### src/rtl/alu_operand_sequencer.sv
// Steps a push-button through A, B and opcode entry to present a committed ALU operand set.
// Optional SEQ_ACCUMULATE_EN: pressing in READY loads the ALU result into A and chains.
module alu_operand_sequencer #(
    parameter int unsigned DEBOUNCE_CYCLES = 500000
) (
    input  logic       clk,
    input  logic       rst_n,
    input  logic       key_n,
    input  logic [3:0] sw,
    input  logic [3:0] result,
    output logic [3:0] a,
    output logic [3:0] b,
    output logic [1:0] alucontrol,
    output logic       valid,
    output logic       strobe,
    output logic [1:0] phase
);

    localparam int unsigned CntW = $clog2(DEBOUNCE_CYCLES + 1);
    localparam logic [CntW-1:0] CntLast = CntW'(DEBOUNCE_CYCLES - 1);

    typedef enum logic [1:0] {
        StEnterA  = 2'b00,
        StEnterB  = 2'b01,
        StEnterOp = 2'b10,
        StReady   = 2'b11
    } state_e;

    logic [1:0]      sync_q;
    logic            deb_q;
    logic            deb_dly_q;
    logic            press_q;
    logic [CntW-1:0] cnt_q;

    state_e     state_q, state_d;
    logic [3:0] a_q, a_d;
    logic [3:0] b_q, b_d;
    logic [1:0] op_q, op_d;
    logic       valid_q;
    logic       strobe_q, strobe_d;

    // sync_q[1] is the synchronized key level; the press pulse is registered once more
    // so operand fields update DEBOUNCE_CYCLES+3 edges after the first low sample.
    always_ff @(posedge clk or negedge rst_n) begin
        if (!rst_n) begin
            sync_q    <= 2'b11;
            deb_q     <= 1'b1;
            deb_dly_q <= 1'b1;
            press_q   <= 1'b0;
            cnt_q     <= '0;
        end else begin
            sync_q    <= {sync_q[0], key_n};
            deb_dly_q <= deb_q;
            press_q   <= deb_dly_q & ~deb_q;
            if (sync_q[1] == deb_q) begin
                cnt_q <= '0;
            end else if (cnt_q == CntLast) begin
                cnt_q <= '0;
                deb_q <= sync_q[1];
            end else begin
                cnt_q <= cnt_q + CntW'(1);
            end
        end
    end

    always_ff @(posedge clk or negedge rst_n) begin
        if (!rst_n) begin
            state_q  <= StEnterA;
            a_q      <= '0;
            b_q      <= '0;
            op_q     <= '0;
            valid_q  <= 1'b0;
            strobe_q <= 1'b0;
        end else begin
            state_q  <= state_d;
            a_q      <= a_d;
            b_q      <= b_d;
            op_q     <= op_d;
            valid_q  <= (state_d == StReady);
            strobe_q <= strobe_d;
        end
    end

    always_comb begin
        state_d  = state_q;
        a_d      = a_q;
        b_d      = b_q;
        op_d     = op_q;
        strobe_d = 1'b0;
        if (press_q) begin
            unique case (state_q)
                StEnterA: begin
                    a_d     = sw;
                    state_d = StEnterB;
                end
                StEnterB: begin
                    b_d     = sw;
                    state_d = StEnterOp;
                end
                StEnterOp: begin
                    op_d     = sw[1:0];
                    state_d  = StReady;
                    strobe_d = 1'b1;
                end
                StReady: begin
`ifdef SEQ_ACCUMULATE_EN
                    a_d     = result;
                    state_d = StEnterB;
`else
                    state_d = StEnterA;
`endif
                end
            endcase
        end
    end

`ifndef SEQ_ACCUMULATE_EN
    logic unused_result;
    assign unused_result = ^result;
`endif

    assign a          = a_q;
    assign b          = b_q;
    assign alucontrol = op_q;
    assign valid      = valid_q;
    assign strobe     = strobe_q;
    assign phase      = state_q;

endmodule

### config.mk
export PLATFORM = sky130hd
export DESIGN_NAME = alu_operand_sequencer
export DESIGN_NICKNAME = d
export VERILOG_FILES = /design/src/rtl/alu_operand_sequencer.sv
export SDC_FILE = /design/constraint.sdc
export NUM_CORES = 1
export LEC_CHECK = 0
export CAP_MARGIN = 30
export CORE_UTILIZATION = 60
export DETAILED_ROUTE_END_ITERATION = 16
export DONT_BUFFER_PORTS = 1
export PLACE_DENSITY = 0.76
export SYNTH_ARGS = -nofsm -noshare
export SYNTH_HDL_FRONTEND = slang
export SYNTH_SLANG_ARGS = --single-unit
### constraint.sdc
create_clock -name clk -period 1.75 [get_ports clk]
set_input_delay 0.35 -clock clk [delete_from_list [all_inputs] [get_ports clk]]
set_output_delay 0.35 -clock clk [all_outputs]
set_load 0.02 [all_outputs]
After elaboration in Yosys (flattened, before gate mapping):

Index checks and enable logic that the tools add are counted.

* flip-flop bits (word level): 38
* input bits: 11
* logic and storage cells: 32
* output and inout port bits: 14

* equality and inequality tests: 6
* muxes and demuxes: 6
* $add $sub $neg: 1
* bitwise gates (word level): 3
* reductions and logical operators: 5

Operator list (number)
* 2-to-1 mux 19 bit: 2
* adder 19 x 1 -> 19 bit, second input constant: 1
* equality test 19 bit, second input constant: 1
* case mux 2 bit (4 select lines): 1
* AND reduction 2 bit: 4
* equality test 2 bit, second input constant: 3
* equality test 2 x 1 -> 1 bit, second input constant: 1
* zero test 2 bit: 1
* 2-to-1 mux 1 bit: 2
* 2-to-1 mux 2 bit: 1
* inverter 1 bit: 2
* AND 1 bit: 1
* equality test 1 bit: 1

Depth between registers and ports, before layout:

* depth after elaboration: 4
* mapped depth: 6
* depth with buffers taken out: 5

Worst setup path before layout:

Ideal clock, no wire load.

* path kind: flip-flop to flip-flop
* from: reg cnt_q[0]
* to: reg cnt_q[16]
* clock period less this slack: 1594 ps
* data arrival time: 1465 ps
* data required time: 1621 ps
* setup time: 129 ps
* buffers on the path: 0
* stages on the path, launching flop included: 6
* slack: 156 ps
* cells stage by stage: dfrtp_1 > ha_1 > nand3_1 > or4_1 > o21ai_0 > a21oi_1

* longest elaborated chain between the ends: 3
* elaborated cells on any way between the ends: 4
* those cells by class: add/sub (1); eq/ne (1); mux (2)

Ends and longest elaborated chain
* start: declaration: RTL line 33 `logic [CntW-1:0] cnt_q;`
* start signal: assignment: RTL line 61 `cnt_q <= cnt_q + CntW'(1);`
* adder 19 x 1 -> 19 bit or equality test 19 bit (tied branches): RTL line 61, 57
* 2-to-1 mux 19 bit (*): RTL line 57 `end else if (cnt_q == CntLast) begin`
* 2-to-1 mux 19 bit (*): RTL line 55 `if (sync_q[1] == deb_q) begin`

Mark *: on every way between the ends. The rest lies on a longest branch, timed or not.
A chain may end at the register's enable or synchronous reset.

Worst setup path in the final report:

* from: reg cnt_q[10]
* to: reg deb_q

* longest elaborated chain between the ends: 2

Ends and longest elaborated chain
* equality test 19 bit: RTL line 57
* AND reduction 2 bit (no source line)
* end signal: assignment: RTL line 59 `deb_q <= sync_q[1];`
* end: declaration: RTL line 30 `logic deb_q;`

Every way passes these cells.

==> flow_metrics.tcl <==
set metrics [dict create \
    min_path_cells 1 \
    drive_gt1_share_pct 26.1 \
    synth.most_common_cell "dfrtp_1" \
    fin_crit_sh_pct 95.3 \
    power.total_mw 1.41 \
    synth.distinct_cells 33 \
    place.gp.congestion 0.794 \
    finalCriticalPeriod_ns 1.67 \
    min_from "sw[0]" \
    dp_cells 179 \
    reg2reg_to "deb_q$_DFFE_PN1P_" \
    ys.flop_type "dfrtp_1" \
    syn_inst 142 \
    finalClockSkew_ns 0.00804 \
    ir_drop_mv 0.757 \
    insertion_delay_ns 0.34 \
    seq_area_um2 956 \
    routed_wl_um 2790 \
    clk_pin_slew_ns 0.11 \
    dpl-instance-area_um2 1790 \
    setup_ws_ns 0.0827 \
    area_delta_synth_final_pct 11.4 \
    placementRows 18 \
    reg2reg_slack_ns 0.08 \
    grt_pass1_vias 1048 \
    ys_warn_count 0 \
    place_ws_ns 0.0871 \
    crit_required_ns 2.02 \
    avgSynthCellArea_um2 12.0 \
    power_leakage_nw 0.813 \
    num_vias 1085 \
    hold_end "b[0]$_DFFE_PN0P_" \
    cts_made_buffers 5 \
    finalHoldViolations 0 \
    syn-cell-area_um2 1710 \
    maxSlewViolCount 0 \
    grt_setup_unrepaired "false" \
    io_buffers 0 \
    synthTopCellsByCount "dfrtp_1 (34), nor2_1 (20), xnor2_1 (13)" \
    die_x_um 55.4 \
    crit_arrival_ns 1.94 \
    vias_per_cell 5.68 \
    antenna_found_initial 0 \
    cts.htree.levels 2 \
    crit_path_start_kind "register" \
    status "finished clean" \
    avgRoutedWirePerCell_um 14.6 \
    start_util_pct 65.9 \
    setup_violations 0 \
    cts_max_path_buffers 2 \
    coreArea_um2 2590 \
    synthTopCellsByArea "dfrtp_1 (50%), mux2_2 (7.3%), xnor2_1 (6.7%)" \
    final_nets 175 \
    max_freq_ghz 0.600 \
    r2r-start "cnt_q[10]$_DFF_PN0_" \
    root_buffer "clkbuf_4" \
    final_area_um2 1900 \
    utilization_pct 73.4 \
    grt_use_total_pct 21.0 \
    yosysTopAreaCell "dfrtp_1" \
    timing.hold.ws_ns 0.150 \
    slew_headroom_pct 77.0 \
    crit_fanout 2 \
    grt_max_degree 39 \
    drtAntennaViolNets 0 \
    diodes 0 \
    layout.cells.non_filler 191 \
    cts_tree "yes" \
    grt_pass1_wl_um 4910 \
    async_flop_share_pct 100 \
    worst_pin_slew_ns 0.343 \
    ios 25 \
    drc 0 \
    grt_overflow 0 \
    die_h_um 55.4 \
    syn_nets 157 \
    tns_ns 0 \
    worst_setup_path_end_kind "register" \
    worstRegToRegCells 4 \
    critPathKind "reg2reg" \
    yosys.area.top_type_share_pct 49.8 \
    power.density_nw_per_um2 743 \
    drtIter0Drc 16 \
    drt_pass1_iterations 4 \
    synth-seq-area-share_pct 56.0 \
    ys_ff_latch 38 \
    multi_input_area_um2 723 \
    synth_edf_count 0 \
    hp-class "in2reg" \
    cts_sinks 38 \
    die_area_um2 3060 \
    nFillCells 171 \
    cap_violations 0 \
    dp_hpwl_um 1980 \
]
## routing by layer
metal / share of wire (%) / track usage, % / up-vias
li1: - / - / 521
met1: 46 / 27.2 / 534
met2: 47 / 32.0 / 24
met3: 5.1 / 8.20 / 6
met4: 1.4 / 8.21 / 0
met5: 0 / 0 / -
## how the worst max path moves through the flow
stage / start / endpoint / slack [ns] / cells after the start
5_1_grt: cnt_q[0]$_DFF_PN0_ / cnt_q[14]$_DFF_PN0_ / 0.008 / 6
2_1_floorplan: cnt_q[0]$_DFF_PN0_ / cnt_q[16]$_DFF_PN0_ / 0.16 / 5
3_5_place_dp: cnt_q[0]$_DFF_PN0_ / cnt_q[18]$_DFF_PN0_ / 0.09 / 5
4_1_cts: cnt_q[0]$_DFF_PN0_ / cnt_q[18]$_DFF_PN0_ / 0.06 / 5
6_report: cnt_q[10]$_DFF_PN0_ / deb_q$_DFFE_PN1P_ / 0.08 / 4
3_3_place_gp: cnt_q[10]$_DFF_PN0_ / deb_q$_DFFE_PN1P_ / 0.11 / 4
## state kept, by name, indices dropped and copies added (netlist names)
name and flops:
phase 2, cnt_q 19, a 4, b 4, valid 1, sync_q 2, alucontrol 2, deb_q 1
deb_dly_q 1, press_q 1, strobe 1
## cell usage in the layout (no fill, tap or decap), types with 3 or more instances in the layout
master    synthesis  layout
nand2_1           7       7
xnor2_1          13      13
mux2_2           11      11
xor2_1            3       3
dfrtp_1          34      34
nor3_1            3       3
a21oi_1           3       3
nor2_1           20      20
nand3_1           7       7
ha_1              4       3
inv_1             7       7
dfstp_2           4       4
nor4_1            4       3
clkbuf_4          0       5
buf_4             0       9
## report_power, final
| group | leakage [nW] | total (mW) | switching [mW] | internal [mW] |
|---|---|---|---|---|
| combinational | 0.290 | 0.0634 | 0.0329 | 0.0305 |
| sequential | 0.491 | 0.929 | 0.0300 | 0.899 |
| clock | 0.0320 | 0.420 | 0.267 | 0.153 |
## critical path, cell delays in order (launching register included)
cell and delay, ns:
dfrtp_1 0.39, or2b_1 0.25, or4_4 0.45, nor2_2 0.17, mux2_2 0.35
## area by class of cell
cell class | count | share of cell area [%]
repair buffers | 12 | 5.66
inverters | 7 | 1.38
flip-flops and latches | 38 | 50.3
clock buffers | 6 | 2.17
well taps | 30 | 1.97
multi-input cells | 96 | 38.0
clock inverters | 2 | 0.526
## kinds of logic after synthesis
family,Yosys count,share of synthesized area [%]
AND/OR/NAND/NOR,57,20.0
flip-flops,38,56.0
XOR/XNOR,16,8.21
multiplexers,12,7.84
buffers and inverters,8,2.20
AO/OA/AOI/OAI,7,2.86
adder cells (fa/ha/maj),4,2.93
## what timing repair did
item	4_1_cts	5_1_grt
setup endpoints to repair	0	4
hold buffers	3	0
hold endpoints to repair	39	0
gates resized for setup	0	4
buffers inserted	0	1
(Power assumes the default switching activity.)
